===== config.mk =====
export PLATFORM = sky130hd
export DESIGN_NAME = vga_sync
export DESIGN_NICKNAME = d
export VERILOG_FILES = /design/src/rtl/vga_sync.sv
export SDC_FILE = /design/constraint.sdc
export NUM_CORES = 1
export LEC_CHECK = 0
export BUFFER_PORTS_ARGS = -buffer_cell sky130_fd_sc_hd__buf_4
export CAP_MARGIN = 20
export CORE_ASPECT_RATIO = 1.5
export CORE_MARGIN = 2
export CORE_UTILIZATION = 44
export DETAILED_ROUTE_END_ITERATION = 6
export MAX_ROUTING_LAYER = met4
export PLACE_DENSITY = 0.62
export SLEW_MARGIN = 25
export SYNTH_ARGS = -nofsm -noshare
export SYNTH_HDL_FRONTEND = slang
export SYNTH_SLANG_ARGS = --single-unit
export TNS_END_PERCENT = 50

===== constraint.sdc =====
create_clock -name clk25M -period 4 [get_ports clk25M]
set_input_delay 1.2 -clock clk25M [delete_from_list [all_inputs] [get_ports clk25M]]
set_output_delay 1.2 -clock clk25M [all_outputs]
set_load 0.005 [all_outputs]

===== src/rtl/vga_sync.sv =====
// Raster timing generator for a 640x480@60 VGA display: pixel/line counters,
// visible-area and strobe flags, and a one-stage colour/sync pin pipeline.
module vga_sync #(
    parameter int H_ACTIVE = 640,
    parameter int H_FP     = 16,
    parameter int H_SYNC   = 96,
    parameter int H_BP     = 48,
    parameter int V_ACTIVE = 480,
    parameter int V_FP     = 10,
    parameter int V_SYNC   = 2,
    parameter int V_BP     = 33
) (
    input  logic       clk25M,
    input  logic       reset,
    output logic [9:0] x,
    output logic [9:0] y,
    output logic       vga_on,
    output logic       line_tick,
    output logic       frame_tick,
    input  logic [2:0] rgb_in,
    output logic       vga_hs,
    output logic       vga_vs,
    output logic [2:0] vga_rgb
);

    localparam int H_TOTAL = H_ACTIVE + H_FP + H_SYNC + H_BP;
    localparam int V_TOTAL = V_ACTIVE + V_FP + V_SYNC + V_BP;

    localparam logic [9:0] H_LAST     = 10'(H_TOTAL - 1);
    localparam logic [9:0] V_LAST     = 10'(V_TOTAL - 1);
    localparam logic [9:0] H_VIS      = 10'(H_ACTIVE);
    localparam logic [9:0] V_VIS      = 10'(V_ACTIVE);
    localparam logic [9:0] H_SYNC_BEG = 10'(H_ACTIVE + H_FP);
    localparam logic [9:0] H_SYNC_END = 10'(H_ACTIVE + H_FP + H_SYNC);
    localparam logic [9:0] V_SYNC_BEG = 10'(V_ACTIVE + V_FP);
    localparam logic [9:0] V_SYNC_END = 10'(V_ACTIVE + V_FP + V_SYNC);

    // Counters are 10 bits wide, so larger totals cannot be represented.
    generate
        if (H_TOTAL > 1024 || V_TOTAL > 1024) begin : g_size_check
            $error("vga_sync: H_TOTAL and V_TOTAL must not exceed 1024");
        end
    endgenerate

    logic       x_wrap_s;
    logic [9:0] x_nxt_s;
    logic [9:0] y_nxt_s;
    logic       hs0_r;
    logic       vs0_r;

    // Next counter values; y advances only on the x wrap.
    always_comb begin
        x_wrap_s = (x == H_LAST);
        x_nxt_s  = x + 10'd1;
        y_nxt_s  = y;
        if (x_wrap_s) begin
            x_nxt_s = 10'd0;
            if (y == V_LAST) begin
                y_nxt_s = 10'd0;
            end else begin
                y_nxt_s = y + 10'd1;
            end
        end else begin
            y_nxt_s = y;
        end
    end

    // Stage 0: counters and every flag decoded from the next counter values,
    // so all stage-0 outputs change together on the same edge.
    always_ff @(posedge clk25M) begin
        if (reset) begin
            x          <= 10'd0;
            y          <= 10'd0;
            vga_on     <= 1'b1;
            line_tick  <= 1'b1;
            frame_tick <= 1'b0;
            hs0_r      <= 1'b1;
            vs0_r      <= 1'b1;
        end else begin
            x          <= x_nxt_s;
            y          <= y_nxt_s;
            vga_on     <= (x_nxt_s < H_VIS) && (y_nxt_s < V_VIS);
            line_tick  <= (x_nxt_s == 10'd0);
            frame_tick <= (x_nxt_s == 10'd0) && (y_nxt_s == V_VIS);
            hs0_r      <= !((x_nxt_s >= H_SYNC_BEG) && (x_nxt_s < H_SYNC_END));
            vs0_r      <= !((y_nxt_s >= V_SYNC_BEG) && (y_nxt_s < V_SYNC_END));
        end
    end

    // Stage 1: colour (blanked outside the visible area) and syncs to the pins.
    always_ff @(posedge clk25M) begin
        if (reset) begin
            vga_hs  <= 1'b1;
            vga_vs  <= 1'b1;
            vga_rgb <= 3'b000;
        end else begin
            vga_hs  <= hs0_r;
            vga_vs  <= vs0_r;
            vga_rgb <= vga_on ? rgb_in : 3'b000;
        end
    end

endmodule


==> results of run 1 <==
==> critical path: cells and delay by family, from the launching register on <==
family / cells / cell delay [ns]
AND/OR/NAND/NOR: 4 / 1.82
flip-flops: 1 / 0.39
AO/OA/AOI/OAI: 2 / 0.29
adder cells (fa/ha/maj): 1 / 0.25
==> how the worst max path moves through the flow <==
stage | to | startpoint
2_1_floorplan | vs0_r | x[6]
5_1_grt | vs0_r | x[0]
6_report | vs0_r | x[0]
3_5_place_dp | vs0_r | x[0]
3_3_place_gp | vs0_r | x[0]
4_1_cts | vs0_r | x[0]
==> cell usage in the layout (no fill, tap or decap), drive strengths merged, types with 2 or more instances in the layout <==
master | Yosys | routed
ha | 3 | 3
and2 | 5 | 5
nand2 | 10 | 10
nor3 | 14 | 14
clkbuf | 12 | 7
nand3 | 7 | 7
a21oi | 11 | 11
dfxtp | 30 | 30
nor4 | 4 | 4
and4 | 3 | 3
or3 | 5 | 5
xor2 | 2 | 2
or2 | 2 | 2
o31a | 3 | 3
o21ai | 12 | 12
or4 | 2 | 2
nor2 | 13 | 13
xnor2 | 8 | 8
a211oi | 3 | 3
nor2b | 7 | 7
nand2b | 3 | 3
and3 | 2 | 2
buf | 3 | 33
nand4 | 4 | 4
inv | 6 | 6
nand4b | 3 | 3
==> registers in the layout, indices dropped and copies added (netlist names) <==
signal and flops:
y 10, vga_rgb 3, line_tick 1, vga_on 1, x 10, vs0_r 1, vga_hs 1, vga_vs 1
frame_tick 1, hs0_r 1
==> metal layers <==
layer	track usage	up-vias
met5	-	-
met4	0.118	0
met3	0.0399	11
met2	0.360	46
met1	0.229	750
li1	-	743
==> Yosys cell counts, drive strengths merged (3+ instances only) <==
cell type,n
nand4b,3
o21ai,12
nor2,13
a21oi,11
o31a,3
xnor2,8
nor2b,7
nand2,10
dfxtp,30
or3,5
clkbuf,12
a211oi,3
and2,5
nor3,14
and4,3
nor4,4
nand3,7
buf,3
nand4,4
nand2b,3
ha,3
inv,6
==> kinds of logic (layout without fill, tap and decap cells) <==
kind of cell | count (synthesis) | after routing | share of synthesized area
AO/OA/AOI/OAI | 41 | 41 | 0.172
XOR/XNOR | 10 | 10 | 0.0544
adder cells (fa/ha/maj) | 3 | 3 | 0.0233
buffers and inverters | 21 | 47 | 0.0590
flip-flops | 30 | 30 | 0.373
AND/OR/NAND/NOR | 87 | 87 | 0.319
==> cell type report <==
class | count | area share
flip-flops and latches | 30 | 0.310
well taps | 42 | 0.0271
clock inverters | 1 | 0.00258
clock buffers | 7 | 0.0446
repair buffers | 33 | 0.128
inverters | 6 | 0.0116
multi-input cells | 141 | 0.476
==> where the power goes <==
group	leakage (nW)	total (mW)	switching (mW)	internal, mW
logic	0.413	0.0269	0.0118	0.0151
registers	0.244	0.310	0.00594	0.305
clock network	0.0482	0.250	0.112	0.138
total	0.705	0.587	0.129	0.458
==> per-stage QoR <==
stage / hold slack (ns) / instances / instance area [µm²]
after floorplan: 0.389 / 192 / 1610
after global placement: 0.390 / 252 / 1840
after global routing: 0.430 / 260 / 1940
final: 0.410 / 260 / 1940
after CTS: 0.412 / 260 / 1930
after detailed placement: 0.398 / 252 / 1840
==> impl_metrics.ini, run 1 <==
[run_status]
outcome = complete, no violations

[finish]
synthToLayoutAreaGrowth_pct = 20.2
seq_area_um2 = 601
drive_gt1_frac = 0.225
nNetsFinal = 225
fillCellCount = 332
antennaDiodeCount = 0
fin_util = 0.562
multi_input_area_um2 = 922

[clocking]
clock-root-buffer = clkbuf_8
cts_hold_buf = 0
clockBufferDepth = 2
path_clk_slew_ns = 0.06
clkLatencyLatePin_ns = 0.28
cts_tree = built
htreeDepth = 2
post_cts_buffers = 0
cts_buffers = 5
clock-sinks = 30
post_cts_resized = 0

[worst_setup_path]
slowest_stage = or3_1
slowest_delay_ns = 0.74
crit_required_ns = 4.16
crit_fanout = 16
r2r_cells = 7
r2r_slack_ns = 1.12
critPathKind = flop to flop
cp-end-kind = flop
crit_arrival_ns = 3.04
cp_cell_sequence = ha_1, nand4_1, or3_1, nor4_4, o221ai_2, nor4_2, o21ai_0
r2r_end = vs0_r
r2r-start = x[0]
cp-start-kind = flop

[power]
p_leak_nw = 0.705
powerDensity_nw_per_um2 = 303
finalPower_mw = 0.587
ir_drop_v = 0.000195

[synth]
avgSynthCellArea_um2 = 8.39
synth_nets = 200
synth_edf_count = 0
yosys_warnings = 0
synthTopCellsByArea = dfxtp_1, nor3_1, xnor2_1
synth_top_area_frac = 0.373
synth.distinct_cells = 46
syn_area_um2 = 1610
ys_async_sr_fraction = 0
ys_seq_elements = 30
synthCells = 192
synth_seq_area_share = 0.373
synth_area_leader_cell = dfxtp_1
ys.flop_type = dfxtp_1

[timing]
relSlewSlack = 0.548
drv_slew = 0
worst_pin_slew_ns = 0.668
finalClockSkew_ns = 0.00320
min_period_over_period = 0.719
fin_crit_ns = 2.88
fmax_ghz = 0.347
tns_ns = 0
setup_slack_ns = 1.12
final_hold_viol_count = 0
rsz0062_at_grt = false
finalSetupViolCount = 0

[floorplanning]
design.die.area_um2 = 4170
coreArea_um2 = 3450
initial_core_util = 0.467
die_y_um = 78.1
die_x_um = 53.4
row_count = 26
io_pins = 33

[route]
met1_length_mm = 1.56
viasPerCell = 5.96
wire_per_inst_um = 15.4
drt_iter0_markers = 48
routed_wl_mm = 4.01
route.met3.wl_um = 170
dr_total_vias = 1550
routed.top_layer = met4
ant_nets = 0
met2_length_mm = 2.16
dr.pass1.iters = 4
drcViolationCount = 0

[min_path]
hold-path-endpoint = vga_hs
worst_hold_path_type = flop to flop
hold_start = hs0_r
hold_path_depth = 1

[placement]
dp_hpwl_mm = 2.79
port_buffers = 32
gp_congestion = 0.872
dpl_worst_slack_ns = 1.17

[global_route]
grt_pass1_wl_mm = 6.56
grt_usage = 0.215
grt_overflow = 0
grt_max_degree = 25
grt_antenna_before_repair = 0
grt_pass1_vias = 1429

[run]
cap_violations = 0
Power figures use the tool's default switching activity.
==> inputs of run 2 (changes only) <==
==> constraint.sdc (replaced) <==
create_clock -name clk25M -period 2.7 [get_ports clk25M]
set_input_delay 0.81 -clock clk25M [delete_from_list [all_inputs] [get_ports clk25M]]
set_output_delay 0.81 -clock clk25M [all_outputs]
set_load 0.005 [all_outputs]
==> run 2 against run 1 <==
Net effect:
- sequential cell count stayed put
- global-route usage is 0.39 points higher
- non-clock buffer count is 8 higher
- routed wire length is 0.22% lower
- core utilization is 1.6 points higher
- die area stayed put
- combinational power is 61% higher
- hold slack better by 0.00052 ns
- largest cell class unchanged
==> impl_metrics.ini, run 2 (synthesis gave the netlist of run 1 again) <==
[worst_setup_path]
crit_required_ns = 2.85
crit_arrival_ns = 2.63
r2r-start = x[0]
crit_fanout = 16
startpoint = x[0]
critPathKind = flop to flop
slowest_stage = or3_1
slowest_delay_ns = 0.63
cp-end-kind = flop
cp_cell_sequence = ha_1, nand4_1, or3_1, nor3_1, o221ai_2, nor4_2, o21ai_0
cp-start-kind = flop

[global_route]
met3_usage = 0.0475
top_usage_layer = met2
grt_pass1_wl_mm = 6.70
grt_antenna_before_repair = 0
use_met1 = 0.252
grt_pass1_vias = 1381
grt_use_met2 = 0.357
grt_max_degree = 25
grt_usage = 0.219
grt_overflow = 0

[route]
routed_wl_mm = 4.00
dr_total_vias = 1543
ant_nets = 0
dr.pass1.iters = 4
viasPerCell = 5.76
drcViolationCount = 0
wire_per_inst_um = 14.9
drt_iter0_markers = 43

[min_path]
hold_start = hs0_r
worst_hold_path_type = flop to flop

[timing]
setup_slack_ns = 0.225
finalClockSkew_ns = 0.00813
drv_slew = 0
rsz0062_at_grt = false
final_hold_viol_count = 0
finalSetupViolCount = 0
min_period_over_period = 0.917
fin_crit_ns = 2.47
tns_ns = 0
fmax_ghz = 0.404
worst_pin_slew_ns = 0.625
relSlewSlack = 0.578

[placement]
dpl_worst_slack_ns = 0.230
port_buffers = 32
place_inst = 260
gp_congestion = 0.895
dp_hpwl_mm = 2.85

[floorplanning]
initial_core_util = 0.467
row_count = 26
design.die.area_um2 = 4170
die_y_um = 78.1
die_x_um = 53.4
io_pins = 33
coreArea_um2 = 3450

[run]
cap_violations = 0

[clocking]
post_cts_buffers = 0
clockBufferDepth = 2
post_cts_resized = 0
cts_buffers = 5
clock-root-buffer = clkbuf_8
clkLatencyLatePin_ns = 0.28
htreeDepth = 2
clock-sinks = 30
path_clk_slew_ns = 0.07
cts_tree = built
cts_hold_buf = 0

[finish]
layout_commonest_cell = buf_4
mostFrequentLayoutCells = buf_4, dfxtp_1, nor3_1
antennaDiodeCount = 0
synthToLayoutAreaGrowth_pct = 23.5
drive_gt1_frac = 0.248
fillCellCount = 339
nNetsFinal = 233
final-instance-count-excl-fill = 268
reg.largest.list = x: 10 flops, y: 10 flops, vga_rgb: 3 flops

[power]
finalPower_mw = 0.874
p_leak_nw = 0.746
ir_drop_v = 0.000329
powerDensity_nw_per_um2 = 439

[run_status]
outcome = complete, no violations
==> run 2: report_power, final <==
| group | internal, mW | switching (mW) | total (mW) |
|---|---|---|---|
| Combinational | 0.0237 | 0.0196 | 0.0432 |
| Sequential | 0.451 | 0.00693 | 0.458 |
| Clock | 0.205 | 0.167 | 0.373 |
| Total | 0.680 | 0.194 | 0.874 |
==> run 2: worst max-delay path: cells and delay by family, from the launching register on <==
| kind | cells | cell delay (ns) |
|---|---|---|
| AND/OR/NAND/NOR | 4 | 1.43 |
| flip-flops | 1 | 0.38 |
| AO/OA/AOI/OAI | 2 | 0.29 |
| adder cells (fa/ha/maj) | 1 | 0.25 |
==> run 2: area by class of cell <==
| type | count | area (µm²) | area share |
|---|---|---|---|
| clock buffers | 7 | 86.3 | 0.0434 |
| clock inverters | 1 | 5.00 | 0.00251 |
| inverters | 6 | 22.5 | 0.0113 |
| multi-input cells | 141 | 916 | 0.460 |
| flip-flops and latches | 30 | 601 | 0.302 |
| well taps | 42 | 52.6 | 0.0264 |
| repair buffers | 41 | 308 | 0.155 |
==> run 2: worst paths after layout <==
path,end,slack [ns],depth (start not counted)
worst max-delay path,vs0_r,0.23,7
worst min-delay path,vga_hs,0.41,1
worst max register to register,vs0_r,0.23,7
worst min register to register,vga_hs,0.41,1
==> run 2: stage by stage <==
| stage | util | hold WS (ns) | cell area, µm² |
|---|---|---|---|
| 6_report | 0.577 | 0.411 | 1990 |
| 2_1_floorplan | - | 0.389 | 1610 |
| 3_5_place_dp | 0.551 | 0.398 | 1900 |
| 3_3_place_gp | 0.551 | 0.394 | 1900 |
| 5_1_grt | 0.577 | 0.426 | 1990 |
| 4_1_cts | 0.577 | 0.414 | 1990 |
==> run 2: per-layer routing <==
layer | up-vias | routed length, µm
met5 | - | 0
met3 | 10 | 141
met1 | 735 | 1630
met4 | 0 | 117
met2 | 39 | 2110
li1 | 759 | -
